**src/rtl/dev_bridge.sv**
```systemverilog
// CPU-side initiator for the peripheral window: decodes one load/store to Timer0,
// Timer1 or the external-interrupt register, runs a single device cycle, returns a response.
module dev_bridge #(
  parameter logic [31:0] TC0_BASE = 32'h0000_7F00,
  parameter logic [31:0] TC1_BASE = 32'h0000_7F10,
  parameter logic [31:0] INT_BASE = 32'h0000_7F20
) (
  input  logic        clk,
  input  logic        reset,
  input  logic        cpu_req,
  output logic        cpu_ready,
  input  logic        cpu_we,
  input  logic [31:0] cpu_addr,
  input  logic [31:0] cpu_wdata,
  output logic        cpu_rvalid,
  output logic [31:0] cpu_rdata,
  output logic        cpu_err,
  output logic [29:0] dev_addr,
  output logic [31:0] dev_wdata,
  output logic        tc0_we,
  output logic        tc1_we,
  input  logic [31:0] tc0_rdata,
  input  logic [31:0] tc1_rdata,
  input  logic        tc0_irq,
  input  logic        tc1_irq,
  input  logic        ext_irq,
  output logic [5:0]  hwint
);

  typedef enum logic [1:0] {IDLE, ACCESS, RESP} state_t;
  typedef enum logic [1:0] {SEL_NONE, SEL_TC0, SEL_TC1, SEL_INT} sel_t;

  state_t      state_reg, state_next;
  sel_t        sel_reg, sel_next;
  logic        we_reg;
  logic        ext_irq_q;
  logic        ext_pend;
  logic [1:0]  tc_hit;
  logic        accept;
  logic        ext_rise;
  logic        ext_clear;
  logic [31:0] read_mux;

  // Each timer owns three words starting at its base.
  genvar gi;
  generate
    for (gi = 0; gi < 2; gi++) begin : g_tc_dec
      localparam logic [31:0] BASE = (gi == 0) ? TC0_BASE : TC1_BASE;
      assign tc_hit[gi] = (cpu_addr >= BASE) && (cpu_addr <= BASE + 32'd11);
    end
  endgenerate

  always_comb begin
    sel_next = SEL_NONE;
    if (cpu_addr[1:0] == 2'b00) begin
      if (tc_hit[0])                 sel_next = SEL_TC0;
      else if (tc_hit[1])            sel_next = SEL_TC1;
      else if (cpu_addr == INT_BASE) sel_next = SEL_INT;
    end
  end

  assign cpu_ready = (state_reg == IDLE) & ~reset;
  assign accept    = cpu_req & cpu_ready;
  assign ext_rise  = ext_irq & ~ext_irq_q;
  assign ext_clear = (state_reg == ACCESS) && (sel_reg == SEL_INT) && we_reg;

  always_ff @(posedge clk or posedge reset) begin
    if (reset) state_reg <= IDLE;
    else       state_reg <= state_next;
  end

  always_comb begin
    state_next = state_reg;
    case (state_reg)
      IDLE:    if (accept) state_next = ACCESS;
      ACCESS:  state_next = RESP;
      RESP:    state_next = IDLE;
      default: state_next = IDLE;
    endcase
  end

  always_comb begin
    read_mux = 32'd0;
    case (sel_reg)
      SEL_TC0: read_mux = tc0_rdata;
      SEL_TC1: read_mux = tc1_rdata;
      SEL_INT: read_mux = {31'd0, ext_pend};
      default: read_mux = 32'd0;
    endcase
  end

  always_ff @(posedge clk or posedge reset) begin
    if (reset) begin
      sel_reg    <= SEL_NONE;
      we_reg     <= 1'b0;
      dev_addr   <= 30'd0;
      dev_wdata  <= 32'd0;
      tc0_we     <= 1'b0;
      tc1_we     <= 1'b0;
      cpu_rvalid <= 1'b0;
      cpu_rdata  <= 32'd0;
      cpu_err    <= 1'b0;
      ext_irq_q  <= 1'b0;
      ext_pend   <= 1'b0;
      hwint      <= 6'd0;
    end else begin
      tc0_we     <= 1'b0;
      tc1_we     <= 1'b0;
      if (accept) begin
        sel_reg   <= sel_next;
        we_reg    <= cpu_we;
        dev_addr  <= cpu_addr[31:2];
        dev_wdata <= cpu_wdata;
        tc0_we    <= cpu_we && (sel_next == SEL_TC0);
        tc1_we    <= cpu_we && (sel_next == SEL_TC1);
      end
      cpu_rvalid <= (state_reg == ACCESS);
      if (state_reg == ACCESS) begin
        cpu_rdata <= we_reg ? 32'd0 : read_mux;
        cpu_err   <= (sel_reg == SEL_NONE);
      end
      // A new edge outranks a clear landing in the same cycle.
      ext_irq_q <= ext_irq;
      if (ext_rise)       ext_pend <= 1'b1;
      else if (ext_clear) ext_pend <= 1'b0;
      hwint <= {3'b000, ext_pend, tc1_irq, tc0_irq};
    end
  end

endmodule

```
**config.mk**
```make
export PLATFORM = sky130hd
export DESIGN_NAME = dev_bridge
export DESIGN_NICKNAME = d
export VERILOG_FILES = /design/src/rtl/dev_bridge.sv
export SDC_FILE = /design/constraint.sdc
export NUM_CORES = 1
export LEC_CHECK = 0
export ABC_AREA = 1
export ABC_CLOCK_PERIOD_IN_PS = 5200
export CORE_ASPECT_RATIO = 1.1
export CORE_MARGIN = 1.5
export CORE_UTILIZATION = 44
export DETAILED_ROUTE_END_ITERATION = 6
export GPL_ROUTABILITY_DRIVEN = 0
export PLACE_DENSITY = 0.88
export SLEW_MARGIN = 0
export SYNTH_ARGS = -nofsm -noshare
export SYNTH_HDL_FRONTEND = slang
export SYNTH_SLANG_ARGS = --single-unit
```
**constraint.sdc**
```tcl
create_clock -name clk -period 5.2 [get_ports clk]
set_input_delay 1.04 -clock clk [delete_from_list [all_inputs] [get_ports clk]]
set_output_delay 1.04 -clock clk [all_outputs]
set_load 0.02 [all_outputs]
```
==> results of run 1 <==
-- critical path: stages --
cell	delay, ns
clkdlybuf4s50_1	0.50
nor3_4	0.18
clkdlybuf4s50_1	0.63
-- layout make-up --
class / count / share of cell area [%]
sequential: 108 / 36.2
timing repair buffer: 239 / 31.9
multi-input combinational: 443 / 24.0
clock buffer: 11 / 3.39
tap: 143 / 2.40
inverter: 19 / 1.06
clock inverter: 4 / 0.972
-- layout by cell type, fill, tap and decap left out, types with 2 or more instances in the layout --
master and n:
clkdlybuf4s50_1 236, buf_4 3, clkbuf_8 2, nand4_1 2, conb_1 3, nor2_2 2
bufinv_16 2, nand2_1 332, dfrtp_1 108, inv_1 15, o21ai_0 5, nor2_1 21
inv_2 2, nand3_1 72, clkbuf_16 9
-- report_power, final --
group          total [mW]  switching [mW]  internal [mW]
logic               0.593           0.301          0.292
clock network       0.730           0.285          0.444
registers           0.990          0.0543          0.936
-- cells by family after synthesis --
group / count (synthesis) / share of synthesized area, %
other: 1 / 0.0781
buffers and inverters: 55 / 6.44
DFF: 108 / 56.3
and+or+nand+nor: 433 / 36.3
AOI/OAI and AO/OA: 7 / 0.834
-- per-layer routing --
layer	GRT usage [%]	share of wire, %
met5	0	0
met4	8.13	1.8
met3	10.6	11
met2	40.5	49
met1	27.0	38
-- stage by stage --
stage               power (mW)  hold WS, ns  std cells
global route              2.42        0.420        967
detailed placement        1.60        0.409        952
global placement          1.58        0.404        952
floorplan                 1.26        0.375        606
finish                    2.31        0.426        967
CTS                       2.34        0.421        967
-- final timing paths --
path	cells after the start	slack, ns	end	start
worst min register to register	0	0.43	hwint[2]	ext_pend
worst max-delay path	3	1.81	cpu_ready	reset
worst max register to register	5	2.66	cpu_rdata[17]	sel_reg[1]
max in group asynchronous	3	2.91	dev_addr[1]	reset
worst min-delay path	0	0.43	hwint[2]	ext_pend
min in group asynchronous	2	1.32	cpu_rdata[21]	reset
==> flow_metrics.tcl, run 1 <==
set metrics [dict create \
    dieArea_um2 11500 \
    clkSlewWorstSetupHoldPaths_ns 0.07 \
    crit_required_ns 4.16 \
    placed_area_um2 7140 \
    cp_max_fo 2 \
    portBuffers 236 \
    drt_pass1_iterations 5 \
    worst_setup_path_end_kind "output port" \
    synth.top_cell.area_share_pct 56.3 \
    hpwl_um 10100 \
    antenna_found_initial 0 \
    vdd_drop_max_uv 218 \
    synth_area_um2 4800 \
    netlist_top_cells_count "332 x nand2_1, 108 x dfrtp_1, 72 x nand3_1" \
    insertedDiodeCount 0 \
    status "complete, no violations" \
    io_pins 240 \
    fp.dieH_um 113 \
    first_global_vias 4631 \
    finalMaxSlewViolations 0 \
    power_density_nw_per_um2 310 \
    routed_wl_um 13900 \
    maxSlewHeadroom_pct 16.6 \
    drive_gt1_share_pct 3.16 \
    cts_tree "done" \
    hold_violations 0 \
    grt_pass1_wl_um 21600 \
    min_period_over_period_pct 65.2 \
    utilization_pct 71.2 \
    multi_input_area_um2 1800 \
    synth_most_common_cell "nand2_1" \
    viasPerCell 4.84 \
    start_kind "input pin" \
    numCtsBuffers 9 \
    avgSynthCellArea_um2 7.95 \
    place_ws_ns 1.81 \
    yosys.area.top_type "dfrtp_1" \
    drc 0 \
    area_delta_synth_final_pct 55.6 \
    cellLeakagePower_nw 3.70 \
    timing.final.ws_setup_ns 1.81 \
    wl_per_cell_um 14.3 \
    drv_cap 0 \
    grtUsageTotal_pct 24.1 \
    synth-main-ff-cell "dfrtp_1" \
    ys_ff_latch 108 \
    rows 39 \
    grt_max_degree 74 \
    max-clock-path-buffers 2 \
    postCtsSetupRepairBufs 0 \
    cts-root-buf "clkbuf_16" \
    fp.dieW_um 103 \
    synth_edf_count 0 \
    synthArstFlopShare_pct 100 \
    clkSinkCount 108 \
    cp_data_arrival_time_ns 2.35 \
    clock_latency_ns 0.34 \
    fillers 788 \
    syn_inst 604 \
    initialDrtViolationCount 213 \
    start_util_pct 45.7 \
    critPathKind "in -> out" \
    synth_cell_types 22 \
    synth-seq-area-share_pct 56.3 \
    reg_top3 "cpu_rdata (32), dev_wdata (32), dev_addr (30)" \
    setup_viol 0 \
    grt-ovfl-total 0 \
    fmax_mhz 295 \
    fin_crit_ns 3.39 \
    design_area_um2 7470 \
    num_vias 4684 \
    holdCritPathClass "reg -> reg" \
    tightest_slew_ns 1.25 \
    seq_area_um2 2700 \
    hold_buffers 0 \
    htreeDepth 3 \
    cts_resized 0 \
    rsz0062_at_grt "no" \
    core-area_um2 10500 \
    ant_nets 0 \
    yosysWarningCount 0 \
    setup_tns_ns 0 \
    synthTopCellsByArea "dfrtp_1 56%, nand2_1 26%, nand3_1 7.5%, buf_4 2.0%, nor2_1 1.6%" \
    num-nets-final 955 \
    fin_skew_ns 0.00540 \
]
Power figures use the tool's default switching activity.
==> inputs of run 2 (changes only) <==
ABC_CLOCK_PERIOD_IN_PS = 3400   (was 5200)
CORE_UTILIZATION = 40   (was 44)
PLACE_DENSITY = 0.81   (was 0.88)
clock period = 3.4 ns   (was 5.2 ns; I/O delays follow)
==> flow_metrics.tcl, run 2 (synthesis results as in run 1) <==
set metrics [dict create \
    status "complete, no violations" \
    worstHoldStart "ext_pend" \
    hold_violations 0 \
    tightest_slew_ns 0.977 \
    place_ws_ns 0.698 \
    fp.dieW_um 107 \
    wl_per_cell_um 14.3 \
    numCtsBuffers 9 \
    routed_wl_um 14000 \
    viasPerCell 4.77 \
    min_period_over_period_pct 79.7 \
    first_global_vias 4542 \
    cp_data_arrival_time_ns 2.03 \
    critPathKind "in -> out" \
    dieArea_um2 12700 \
    hold_buffers 0 \
    clkSlewWorstSetupHoldPaths_ns 0.07 \
    drive_gt1_share_pct 3.74 \
    cts_resized 0 \
    hold_slack_ns 0.419 \
    grt-ovfl-total 0 \
    placed_area_um2 7210 \
    fp.dieH_um 118 \
    core-area_um2 11600 \
    num_vias 4665 \
    crit_chain "clkdlybuf4s50_1 > nor3_4 > clkdlybuf4s50_1" \
    crit_slowest_cell "clkdlybuf4s50_1" \
    vdd_drop_max_uv 340 \
    drc 0 \
    num-nets-final 959 \
    setup_viol 0 \
    path_common_cell "clkdlybuf4s50_1" \
    cpPeakStageDelay_ns 0.64 \
    most-common-layout-cells "332 x nand2_1, 236 x clkdlybuf4s50_1, 108 x dfrtp_1, 72 x nand3_1, 21 x nor2_1" \
    cellLeakagePower_nw 3.71 \
    insertedDiodeCount 0 \
    power_density_nw_per_um2 461 \
    io_pins 240 \
    grt_pass1_wl_um 22100 \
    holdCritPathClass "reg -> reg" \
    timing.final.ws_setup_ns 0.692 \
    fin_skew_ns 0.00778 \
    clock_latency_ns 0.34 \
    drt_pass1_iterations 4 \
    crit_required_ns 2.72 \
    worst_setup_path_end_kind "output port" \
    cp_max_fo 2 \
    start_util_pct 41.4 \
    portBuffers 236 \
    crit_start "reset" \
    cts-root-buf "clkbuf_16" \
    utilization_pct 64.8 \
    postCtsSetupRepairBufs 0 \
    initialDrtViolationCount 239 \
    maxSlewHeadroom_pct 34.8 \
    grtUsageTotal_pct 21.8 \
    drv_cap 0 \
    cts_tree "done" \
    ant_nets 0 \
    htreeDepth 3 \
    finalMaxSlewViolations 0 \
    antenna_found_initial 0 \
    fin_crit_ns 2.71 \
    setup_tns_ns 0 \
    clkSinkCount 108 \
    hpwl_um 10300 \
    fmax_mhz 369 \
    fillers 977 \
    rsz0062_at_grt "no" \
    area_delta_synth_final_pct 56.4 \
    reg_top3 "cpu_rdata (32), dev_wdata (32), dev_addr (30)" \
    rows 41 \
    design_area_um2 7510 \
    start_kind "input pin" \
    r2r-start "sel_reg[0]" \
    max-clock-path-buffers 2 \
    final_common_cell "nand2_1" \
    grt_max_degree 69 \
]
[run 2: path summary, 6_finish.rpt]
| check | end | slack (ns) | depth (start not counted) |
|---|---|---|---|
| worst min-delay path | hwint[2] | 0.42 | 0 |
| worst max-delay path | cpu_ready | 0.69 | 3 |
| worst min register to register | hwint[2] | 0.42 | 0 |
| min in group asynchronous | cpu_rdata[27] | 0.86 | 2 |
| max in group asynchronous | dev_addr[27] | 1.72 | 3 |
| worst max register to register | cpu_rdata[20] | 1.71 | 7 |
[run 2: worst max-delay path: cells and delay by family]
kind                   cells  cell delay [ns]
and+or+nand+nor            1             0.19
buffers and inverters      2             1.16
[run 2: layout make-up]
class	instances	area (um2)	share of cell area [%]
well taps	150	188	2.50
clock inverters	7	76.3	1.02
multi-input cells	443	1800	23.9
clock buffers	9	225	3.00
flip-flops and latches	108	2700	36.0
inverters	19	80.1	1.07
repair buffers	243	2440	32.5
[run 2: report_power, final]
| part | internal (mW) | leakage (nW) | switching, mW |
|---|---|---|---|
| clock network | 0.575 | 0.142 | 0.463 |
| registers | 1.43 | 1.39 | 0.0826 |
| logic | 0.450 | 2.18 | 0.460 |
[run 2: metrics by stage]
step / instances / power (mW)
3_5_place_dp: 963 / 2.45
2_1_floorplan: 606 / 1.93
6_report: 979 / 3.46
3_3_place_gp: 963 / 2.43
4_1_cts: 979 / 3.50
5_1_grt: 979 / 3.63
[run 2: layer usage]
metal | up-vias | GRT usage, % | routed length [um]
li1 | 2295 | - | -
met1 | 2150 | 25.6 | 5560
met2 | 197 | 37.8 | 6910
met3 | 23 | 7.20 | 1340
met4 | 0 | 6.33 | 240
met5 | - | 0 | 0
==> inputs of run 3 (changes only) <==
ABC_CLOCK_PERIOD_IN_PS = 2310   (was 3400)
CORE_UTILIZATION = 37   (was 40)
PLACE_DENSITY = 0.79   (was 0.81)
clock period = 2.31 ns   (was 3.4 ns; I/O delays follow)
==> flow_metrics.tcl, run 3 (synthesis results as in run 1) <==
set metrics [dict create \
    status "complete, no violations" \
    initialDrtViolationCount 307 \
    fin_crit_ns 2.19 \
    r2r-start "state_reg[0]" \
    p_int_mw 3.66 \
    antenna_found_initial 0 \
    hpwl_um 9630 \
    drive_gt1_share_pct 4.32 \
    clock_latency_ns 0.34 \
    num-nets-final 964 \
    start_util_pct 38.0 \
    clkSlewWorstSetupHoldPaths_ns 0.07 \
    viasPerCell 4.65 \
    clkPwrFrac_pct 30.6 \
    fp.dieH_um 122 \
    numCtsBuffers 9 \
    cts-root-buf "clkbuf_16" \
    cpPeakStageDelay_ns 0.63 \
    power_density_nw_per_um2 679 \
    reg_top3 "cpu_rdata (32), dev_wdata (32), dev_addr (30)" \
    crit_start "reset" \
    grtUsageTotal_pct 19.9 \
    htreeDepth 3 \
    worst_setup_path_end_kind "output port" \
    first_global_vias 4344 \
    cellLeakagePower_nw 3.75 \
    design_area_um2 7590 \
    insertedDiodeCount 0 \
    grt-ovfl-total 0 \
    p_seq_share_pct 43.3 \
    cts_tree "done" \
    vdd_drop_max_uv 415 \
    cp_max_fo 2 \
    hold_violations 0 \
    stdcell_count 991 \
    grt_max_degree 56 \
    fmax_mhz 458 \
    worstHoldStart "ext_irq_q" \
    path_common_cell "clkdlybuf4s50_1" \
    drc 0 \
    swShare_pct 29.0 \
    hold_buffers 0 \
    grt_pass1_wl_um 21700 \
    core-area_um2 12600 \
    holdCritPathClass "reg -> reg" \
    crit_required_ns 1.85 \
    area_delta_synth_final_pct 58.1 \
    cp_data_arrival_time_ns 1.72 \
    placed_area_um2 7280 \
    max-clock-path-buffers 2 \
    placed_cells 975 \
    setup_viol 0 \
    fin_skew_ns 0.00672 \
    min_period_over_period_pct 94.6 \
    drv_cap 0 \
    start_kind "input pin" \
    cts_resized 0 \
    setup_tns_ns 0 \
    wl_per_cell_um 13.7 \
    dieArea_um2 13700 \
    rrSetupSlack_ns 0.88 \
    ant_nets 0 \
    drt_pass1_iterations 5 \
    pwr-share-comb_pct 26.1 \
    fp.dieW_um 112 \
    rows 43 \
    crit_chain "clkdlybuf4s50_1 > nor3_4 > clkdlybuf4s50_1" \
    most-common-layout-cells "332 x nand2_1, 236 x clkdlybuf4s50_1, 108 x dfrtp_1, 72 x nand3_1, 21 x nor2_1" \
    critPathKind "in -> out" \
    final_common_cell "nand2_1" \
    finalMaxSlewViolations 0 \
    rsz0062_at_grt "no" \
    switchingPower_mw 1.49 \
    num_vias 4609 \
    postCtsSetupRepairBufs 0 \
    io_pins 240 \
    routed_wl_um 13600 \
    crit_slowest_cell "clkdlybuf4s50_1" \
    clkSinkCount 108 \
    portBuffers 236 \
]
run 3: final cells by class:
type / instances / area, um2
tap: 157 / 196
fill: 1118 / 5060
clock inverter: 6 / 71.3
multi-input combinational: 443 / 1800
clock buffer: 10 / 239
timing repair buffer: 248 / 2500
inverter: 19 / 80.1
sequential: 108 / 2700
run 3: critical path: cells and delay by family:
family	cells	cell delay (ns)
buf+inv	2	1.10
simple gates	1	0.16
run 3: power groups by stage:
| stage | combinational, mW | sequential [mW] | clock (mW) |
|---|---|---|---|
| after CTS | 1.36 | 2.23 | 1.63 |
| after floorplan | 0.330 | 2.51 | 0 |
| final | 1.35 | 2.23 | 1.58 |
| after global placement | 1.35 | 2.25 | 0 |
| after detailed placement | 1.36 | 2.26 | 0 |
| after global routing | 1.45 | 2.26 | 1.70 |
run 3: stage by stage:
step	setup WS [ns]	total power [mW]	util, %	hold slack [ns]
2_1_floorplan	0.546	2.84	-	0.375
3_3_place_gp	0.157	3.60	57.6	0.398
3_5_place_dp	0.125	3.62	57.6	0.416
4_1_cts	0.120	5.22	60.0	0.425
5_1_grt	0.0906	5.41	60.0	0.438
6_report	0.124	5.15	60.0	0.419
run 3: metal layers:
metal / share of wire [%] / vias to the layer above / GRT usage, %
met5: 0 / - / 0
met4: 1.5 / 0 / 6.09
met3: 7.0 / 15 / 4.99
met2: 48 / 189 / 33.6
met1: 43 / 2094 / 25.4
li1: - / 2311 / -
run 3: worst paths after layout:
kind,to,depth (start not counted)
min reg2reg,ext_pend,1
max reg2reg,dev_wdata[13],6
min,ext_pend,1
max,cpu_ready,3
max in group asynchronous,dev_addr[29],4
min in group asynchronous,cpu_rdata[20],4
